File: config.mk
export PLATFORM = sky130hd
export DESIGN_NAME = lzrw1_token_packer_flat
export DESIGN_NICKNAME = d
export VERILOG_FILES = /design/src/rtl/lzrw1_pkg.sv /design/src/rtl/lzrw1_token_packer_if.sv /design/src/rtl/lzrw1_token_packer.sv /design/src/flat_wrapper.sv
export SDC_FILE = /design/constraint.sdc
export NUM_CORES = 2
export LEC_CHECK = 0
export ABC_AREA = 1
export BUFFER_PORTS_ARGS = -buffer_cell sky130_fd_sc_hd__buf_2
export CAP_MARGIN = 30
export CORE_MARGIN = 2
export CORE_UTILIZATION = 30
export DETAILED_ROUTE_END_ITERATION = 8
export GPL_ROUTABILITY_DRIVEN = 0
export PLACE_DENSITY = 0.59
export SLEW_MARGIN = 10
export SYNTH_ARGS = -nofsm -noshare
export SYNTH_HDL_FRONTEND = slang
export SYNTH_SLANG_ARGS = --single-unit
export TNS_END_PERCENT = 100
File: constraint.sdc
create_clock -name clock -period 7.2 [get_ports clock]
set_input_delay 1.8 -clock clock [delete_from_list [all_inputs] [get_ports clock]]
set_output_delay 1.8 -clock clock [all_outputs]
set_load 0.005 [all_outputs]
File: src/rtl/lzrw1_pkg.sv
// rtl/lzrw1_pkg.sv - shared LZRW1 token and packer types plus the default block size
// Purpose: types shared by the packer, compressor and decompressor tops.
// Ports: none (package).
package lzrw1_pkg;

    // Byte capacity of one compressed block.
    localparam int DEFAULT_STRINGSIZE = 128;

    typedef enum logic {
        TOK_LITERAL = 1'b0,
        TOK_COPY    = 1'b1
    } lzrw1_tok_e;

    typedef enum logic [1:0] {
        PK_IDLE = 2'd0,
        PK_PACK = 2'd1,
        PK_DONE = 2'd2
    } packer_state_e;

endpackage

File: src/rtl/lzrw1_token_packer_if.sv
// rtl/lzrw1_token_packer_if.sv - token handshake between match engine and packer
// Purpose: carries one literal/copy token per accepted handshake.
// Ports (signals):
//   tok_valid - token present (master)
//   tok_ctrl  - 0 literal, 1 copy (master)
//   tok_data  - literal byte in [7:0]; copy bytes [15:8] then [7:0] (master)
//   tok_ready - packer can take the presented token (slave)
interface lzrw1_token_packer_if;
    logic        tok_valid;
    logic        tok_ready;
    logic        tok_ctrl;
    logic [15:0] tok_data;

    modport master (output tok_valid, output tok_ctrl, output tok_data, input tok_ready);
    modport slave  (input tok_valid, input tok_ctrl, input tok_data, output tok_ready);
endinterface

File: src/rtl/lzrw1_token_packer.sv
// rtl/lzrw1_token_packer.sv - packs LZRW1 literal/copy tokens into a compressed block
// Purpose: writer side of the LZRW1 block format; one byte per literal, two per copy,
//          one control bit per token.
// Ports:
//   clock, reset     - single clock, asynchronous active-low reset
//   tok              - token handshake (slave side)
//   start            - open a new block, clearing everything
//   flush            - close the current block
//   compArray        - packed bytes, byte i at [i]
//   controlWord      - bit i = kind of token i
//   controlPtr       - tokens stored
//   dataPtr          - bytes stored
//   Done             - block closed, outputs frozen
//   block_full       - block closed because the presented token did not fit
module lzrw1_token_packer
    import lzrw1_pkg::*;
#(
    parameter int  STRINGSIZE = DEFAULT_STRINGSIZE,
    localparam int PTR_W      = $clog2(STRINGSIZE + 1)
) (
    input  logic                        clock,
    input  logic                        reset,
    lzrw1_token_packer_if.slave         tok,
    input  logic                        start,
    input  logic                        flush,
    output logic [STRINGSIZE-1:0][7:0]  compArray,
    output logic [STRINGSIZE-1:0]       controlWord,
    output logic [PTR_W-1:0]            controlPtr,
    output logic [PTR_W-1:0]            dataPtr,
    output logic                        Done,
    output logic                        block_full
);

    packer_state_e               state_q, state_d;
    logic [STRINGSIZE-1:0][7:0]  comp_q, comp_d;
    logic [STRINGSIZE-1:0]       ctrl_q, ctrl_d;
    logic [PTR_W-1:0]            cptr_q, cptr_d;
    logic [PTR_W-1:0]            dptr_q, dptr_d;
    logic [PTR_W-1:0]            dptr_nxt1;
    logic                        full_q, full_d;
    logic                        is_copy, room, live, accept, stall;

    assign is_copy   = (lzrw1_tok_e'(tok.tok_ctrl) == TOK_COPY);
    assign dptr_nxt1 = dptr_q + PTR_W'(1);

    // Packing is only possible when no block-level command competes this cycle.
    assign live = (state_q == PK_PACK) && !start && !flush;

    // Room depends on the presented token's size, never on tok_valid.
    always_comb begin
        room = 1'b0;
        if (cptr_q < PTR_W'(STRINGSIZE)) begin
            room = is_copy ? (dptr_q <= PTR_W'(STRINGSIZE - 2))
                           : (dptr_q <= PTR_W'(STRINGSIZE - 1));
        end
    end

    assign accept = live && room && tok.tok_valid;
    // A token that does not fit closes the block and is left on the interface.
    assign stall  = live && !room && tok.tok_valid;

    // State register
    always_ff @(posedge clock or negedge reset) begin
        if (!reset) begin
            state_q <= PK_IDLE;
            full_q  <= 1'b0;
        end else begin
            state_q <= state_d;
            full_q  <= full_d;
        end
    end

    // Next state; flush takes priority over the full condition.
    always_comb begin
        state_d = state_q;
        full_d  = full_q;
        if (start) begin
            state_d = PK_PACK;
            full_d  = 1'b0;
        end else if (state_q == PK_PACK) begin
            if (flush) begin
                state_d = PK_DONE;
            end else if (stall) begin
                state_d = PK_DONE;
                full_d  = 1'b1;
            end
        end
    end

    // FSM outputs
    always_comb begin
        Done       = (state_q == PK_DONE);
        block_full = full_q;
    end
    assign tok.tok_ready = live && room;

    // Block contents: byte/bit write decode for the accepted token.
    always_comb begin
        comp_d = comp_q;
        ctrl_d = ctrl_q;
        cptr_d = cptr_q;
        dptr_d = dptr_q;
        if (start) begin
            comp_d = '0;
            ctrl_d = '0;
            cptr_d = '0;
            dptr_d = '0;
        end else if (accept) begin
            for (int i = 0; i < STRINGSIZE; i++) begin
                if (dptr_q == PTR_W'(i)) begin
                    comp_d[i] = is_copy ? tok.tok_data[15:8] : tok.tok_data[7:0];
                end
                if (is_copy && (dptr_nxt1 == PTR_W'(i))) begin
                    comp_d[i] = tok.tok_data[7:0];
                end
                if (cptr_q == PTR_W'(i)) begin
                    ctrl_d[i] = is_copy;
                end
            end
            cptr_d = cptr_q + PTR_W'(1);
            dptr_d = is_copy ? (dptr_q + PTR_W'(2)) : dptr_nxt1;
        end
    end

    always_ff @(posedge clock or negedge reset) begin
        if (!reset) begin
            comp_q <= '0;
            ctrl_q <= '0;
            cptr_q <= '0;
            dptr_q <= '0;
        end else begin
            comp_q <= comp_d;
            ctrl_q <= ctrl_d;
            cptr_q <= cptr_d;
            dptr_q <= dptr_d;
        end
    end

    assign compArray   = comp_q;
    assign controlWord = ctrl_q;
    assign controlPtr  = cptr_q;
    assign dataPtr     = dptr_q;

endmodule
File: src/flat_wrapper.sv
// flat-port wrapper written by rule: the top's interface ports become plain ports
module lzrw1_token_packer_flat import lzrw1_pkg::*;
#(
    parameter int  STRINGSIZE = DEFAULT_STRINGSIZE,
    localparam int PTR_W      = $clog2(STRINGSIZE + 1)
)
  (clock, reset, start, flush, compArray, controlWord, controlPtr, dataPtr, Done, block_full, tok_tok_valid, tok_tok_ctrl, tok_tok_data, tok_tok_ready);
  lzrw1_token_packer_if tok_i ();
  input  logic clock;
  input  logic reset;
  input  logic start;
  input  logic flush;
  output logic [STRINGSIZE-1:0][7:0] compArray;
  output logic [STRINGSIZE-1:0] controlWord;
  output logic [PTR_W-1:0] controlPtr;
  output logic [PTR_W-1:0] dataPtr;
  output logic Done;
  output logic block_full;
  input wire logic [$bits(tok_i.tok_valid)-1:0] tok_tok_valid;
  input wire logic [$bits(tok_i.tok_ctrl)-1:0] tok_tok_ctrl;
  input wire logic [$bits(tok_i.tok_data)-1:0] tok_tok_data;
  output wire logic [$bits(tok_i.tok_ready)-1:0] tok_tok_ready;
  assign tok_i.tok_valid = tok_tok_valid;
  assign tok_i.tok_ctrl = tok_tok_ctrl;
  assign tok_i.tok_data = tok_tok_data;
  assign tok_tok_ready = tok_i.tok_ready;
  lzrw1_token_packer #(.STRINGSIZE(STRINGSIZE)) u_core (.clock(clock), .reset(reset), .tok(tok_i), .start(start), .flush(flush), .compArray(compArray), .controlWord(controlWord), .controlPtr(controlPtr), .dataPtr(dataPtr), .Done(Done), .block_full(block_full));
endmodule
# --- After elaboration in Yosys (flattened, before gate mapping) ---
# Index checks and enable logic that the tools add are counted.
word_totals:
  ff_bits: 1171
  inputBits: 22
  out_inout_bits: 1171
  word_cells: 1712
op_classes:
  add_sub_neg: 3
  magnitude_cmp: 3
  eq_ne: 384
  muxes: 404
  n_reduce_logical: 658
op_table:
  columns: ["cell", "n"]
  rows:
  - ["$mux 8", 262]
  - ["$mux 1024", 2]
  - ["$eq 8x7->1 const B", 192]
  - ["$eq 8x6->1 const B", 96]
  - ["$reduce_and 2->1", 257]
  - ["$reduce_bool 3->1", 129]
  - ["$eq 8x5->1 const B", 48]
  - ["$reduce_bool 2->1", 131]
  - ["$mux 128", 2]
  - ["$eq 8x4->1 const B", 24]
  - ["$logic_and 1x1->1", 134]
  - ["$mux 1", 134]
  - ["$eq 8x3->1 const B", 12]
  - ["$eq 8x2->1 const B", 6]
  - ["$eq 8x1->1 const B", 3]
  - ["$logic_not 8->1", 3]
  - ["$add 8x1->8 const B", 2]
  - ["$le 8x7->1 const B", 2]
  - ["$add 8x2->8 const B", 1]
  - ["$lt 8x8->1 const B", 1]
  - ["$mux 2", 4]
  - ["$logic_not 1->1", 3]
  - ["$reduce_and 3->1", 1]
  - ["$eq 2x1->1 const B", 1]
  - ["2 further kinds", 2]

# --- Longest topological paths before layout ---
depth:
  depth_word: 10
  mapped_depth: 15
  depth_no_buf: 12

# --- Least setup slack after synthesis ---
# OpenSTA, ideal clock, no wires.
synth_timing:
  kind: "input port to output port"
  startpoint: "input tok_tok_ctrl"
  endpoint: "output tok_tok_ready"
  arrival_ps: 2501
  required_ps: 5400
  path_slack_ps: 2899
  path_stages: 8
  n_path_buf: 1
  path_cell_list: "clkbuf_1 nand2_1 nor2_1 nand2_1 nand2_1 nand2_1 nand2_1 nor2_1"
synth_between:
  elab_chain_len: 3
synth_rtl:
  columns: ["element", "line", "rtl"]
  rows:
  - ["from (decl)", "flat_wrapper.sv:20", "input wire logic [$bits(tok_i.tok_ctrl)-1:0] tok_tok_ctrl;"]
  - ["$mux 1", "lzrw1_token_packer.sv:53", "room = is_copy ? (dptr_q <= PTR_W'(STRINGSIZE - 2))"]
  - ["$mux 1", "lzrw1_token_packer.sv:52", "if (cptr_q < PTR_W'(STRINGSIZE)) begin"]
  - ["$logic_and 1x1->1", "lzrw1_token_packer.sv:95", "assign tok.tok_ready = live && room;"]
  - ["to (decl)", "flat_wrapper.sv:22", "output wire logic [$bits(tok_i.tok_ready)-1:0] tok_tok_ready;"]
# No other way between the ends.

# --- Worst setup path after layout ---
layout_timing:
  startpoint: "register u_core.dptr_q[0], in the netlist u_core.dataPtr[0]"
  endpoint: "output tok_tok_ready"
layout_between:
  elab_chain_len: 4
  word_cells_on_any_way: 5
  classes_between: "2 x order compare; 2 x mux; 1 x reduce/logical"
layout_rtl:
  columns: ["element", "line", "rtl"]
  rows:
  - ["from (decl)", "lzrw1_token_packer.sv:38", "logic [PTR_W-1:0] dptr_q, dptr_d;"]
  - ["from (signal assigned)", "lzrw1_token_packer.sv:135", "dptr_q <= dptr_d;"]
  - ["$le 8x7->1 (on tied branches)", "lzrw1_token_packer.sv:54, lzrw1_token_packer.sv:53", null]
  - ["$mux 1 (*)", "lzrw1_token_packer.sv:53", null]
  - ["$mux 1 (*)", "lzrw1_token_packer.sv:52", null]
  - ["$logic_and 1x1->1 (*)", "lzrw1_token_packer.sv:95", null]
# Mark *: on every way between the ends. The rest lies on a longest branch, timed or not.

==> results.cfg <==
[min_path]
min_path_type = flip-flop to flip-flop

[power_and_ir_drop]
total_power_mw = 19.38
ir_drop_v = 0.0002712
power.density_nw_per_um2 = 245.3
p_leak_nw = 36.69

[detailed_routing]
drc = 0
first_pass_iters = 6
vias = 71990
post_drt_wl_per_cell_um = 28.13
ant_nets = 0
drtIter0Drc = 9230
via_per_inst = 5.783
wirelength_um = 350200

[logic_synthesis]
synth_mux_area_share_pct = 0
ys_top_cells_by_area = dfrtp_1, nand2_1, nand4_1
syn-num-nets = 8793
synth_fa_ha_area_share_pct = 0.2059
synth_seq_area_share_pct = 43.84
synth_top_family_by_area = simple AND/OR/NAND/NOR gates
yosys_register_bits = 1171
syn_area_um2 = 66840
synthCells = 8760
synth.distinct_cells = 33
synth.top_cell.area_share_pct = 43.84
synth-compound-area-share_pct = 9.521
avgSynthCellArea_um2 = 7.630
synth_xor_area_share_pct = 0.1048
yosysTopAreaCell = dfrtp_1
ys_warn_count = 0
synthSimpleGateAreaFrac_pct = 38.45

[outcome]
outcome = completed

[floorplanning]
coreArea_um2 = 221900
dieHeight_um = 476.0
dieArea_um2 = 226600
rows = 173
ios = 1193
chipWidth_um = 476.0
start_util_pct = 30.12

[placement]
portBuffers = 1192
dp_hpwl_um = 228100

[clock_tree]
cts_tree = done
h-tree-depth = 4
clk_pin_slew_ps = 60
cts_buffers = 144
cts.path.max_buffers = 3
post-cts-setup-buffer-count = 0
cts_sinks = 1171
clockRootBuffer = clkbuf_16
cts_hold_buf = 0
cts_resized = 0
clock_latency_ps = 840

[worst_setup_path]
cp_max_fo = 12
crit_type = flip-flop to output pin
arrival_ps = 3390
critical-path-top-delay-family = simple AND/OR/NAND/NOR gates
cp_common_cell = nand2_1
required_ps = 5400
cp-start-kind = flip-flop
crit_chain = inv_1, ha_2, nand2_1, nor2_2, nand2_1, nand2_1, nand2_1, nor2_1, buf_2
worst-path-buf-inv = 2
crit_slowest_cell = ha_2
critical-path-max-stage-delay_ps = 710
end_kind = output pin

[timing]
max_freq_ghz = 0.1928
min_period_ps = 5187
fin_crit_sh_pct = 72.04
maxSlewViolCount = 0
worstMarginPinSlew_ps = 1061
relSlewSlack_pct = 29.19
hold_viol_final = 0
tns_ps = 0
setup_viol_count_final = 0
rsz0062_at_grt = false
fin_worst_skew_ps = 47.94

[cells_and_area]
layout-drive-gt1-share_pct = 20.64
seqCellArea_um2 = 29300
nNetsFinal = 9393
fillers = 23020
finalCoreUtilization_pct = 35.60
multi_input_area_um2 = 32470
area_growth_pct = 18.18

[grt]
grt_remaining_overflow = 0
grt_pass1_wl_um = 486800
grt_max_degree = 214
grt_usage_pct = 29.47
first_global_vias = 66110
antenna_found_initial = 21

[run]
cap_violations = 0
[logic make-up (layout without fill, tap and decap cells)]
family                   count (synthesis)  count (layout)
XOR/XNOR                                 8               8
other                                    0               6
flip-flops                            1171            1171
AND/OR/NAND/NOR                       5299            5299
adder cells (fa/ha/maj)                 11              11
buffers and inverters                 1012            1719
AO/OA/AOI/OAI                         1259            1259
[metrics by stage]
stage          hold WS, ps  instance area, um2  worst slack [ps]  instances
2_1_floorplan        476.0               66840              2899       8760
3_3_place_gp         464.0               73820              2117      12170
3_5_place_dp         468.1               74110              2096      12180
4_1_cts              482.9               78830              1864      12440
5_1_grt              498.5               78980              1793      12440
6_report             483.9               78990              2013      12450
[cells in the mapped netlist]
master	count
a31oi_1	32
buf_4	29
buf_2	370
nand2_2	48
nand4_1	1027
ha_1	11
nor3_1	131
o31ai_1	7
nand3_4	9
o21ai_1	846
inv_1	56
dfrtp_1	1171
nor2_8	2
buf_8	1
clkbuf_1	334
nand2_1	2483
nand3_1	1042
xor2_1	8
o22ai_1	4
nor2_1	335
clkinv_1	3
inv_2	5
nor2_2	6
nor3_2	2
nand2_4	74
buf_12	9
buf_1	107
o21ai_0	199
a21oi_1	171
nor2_4	20
nand3_2	119
buf_6	98
nand4_4	1
[report_power, final]
part	leakage (nW)	total, mW	internal, mW	switching, mW
logic	19.0	3.89	1.23	2.66
clock network	2.31	7.45	4.23	3.22
registers	15.3	8.04	7.35	0.690
total	36.7	19.4	12.8	6.57
[metal layers]
metal,GRT usage (%),share of wire (%),vias up
met5,0,0.0097,-
met4,18.49,6.9,6
met1,36.79,38,34690
li1,-,-,31570
met2,43.99,43,4749
met3,9.358,12,970
[final timing paths]
path	to	slack, ps	cells after the start	start
worst min-delay path	u_core.compArray[235]$_DFFE_PN0P_	480	2	u_core.compArray[235]$_DFFE_PN0P_
worst max register to register	u_core.compArray[499]$_DFFE_PN0P_	2510	12	u_core.dataPtr[0]$_DFFE_PN0P_
worst max-delay path	tok_tok_ready	2010	9	u_core.dataPtr[0]$_DFFE_PN0P_
min in group asynchronous	u_core.controlWord[52]$_DFFE_PN0P_	970	1	reset
worst min register to register	u_core.compArray[235]$_DFFE_PN0P_	480	2	u_core.compArray[235]$_DFFE_PN0P_
max in group asynchronous	u_core.compArray[57]$_DFFE_PN0P_	4570	3	reset
[final cells by class]
cell class | instances | share of cell area (%)
tap | 2975 | 4.712
antenna | 6 | 0.01901
clock inverter | 46 | 0.7033
sequential | 1171 | 37.10
inverter | 64 | 0.3707
clock buffer | 207 | 5.267
multi-input combinational | 6577 | 41.11
timing repair buffer | 1402 | 10.72
[worst reg2reg max path: cells and delay by family, from the launching register on]
| kind | cells | cell delay, ps |
|---|---|---|
| AND/OR/NAND/NOR | 8 | 2540 |
| adder cells (fa/ha/maj) | 1 | 710 |
| buffers and inverters | 2 | 700 |
| flip-flops | 1 | 520 |
| AO/OA/AOI/OAI | 1 | 100 |
[cells in the final DEF, fill, tap and decap left out, types with 7 or more instances in the layout]
cell       instances
nand2_2           48
clkinv_2          16
ha_1               7
buf_2           1190
nand2_1         2483
buf_4            143
xor2_1             8
clkbuf_8          33
nand3_1         1035
o31ai_1            7
o21ai_4            8
nand4_1         1027
o21ai_1          846
a21oi_1          171
dfrtp_1         1171
a31oi_1           32
nor2_4            24
nor2_2            17
nor2_1           320
clkbuf_1          31
nand3_2          126
nand2_4           73
nand3_4            9
buf_12            53
buf_16            11
clkbuf_16        144
inv_6             14
inv_1             46
nor3_1           131
o21ai_0          191
[registers in the layout (all words and copies together) (netlist names)]
name and flops:
u_core.block_full 1, u_core.compArray 1024, u_core.controlPtr 8, u_core.controlWord 128, u_core.dataPtr 8, u_core.state_q 2
Note: power is estimated with default switching activity, not from simulation.
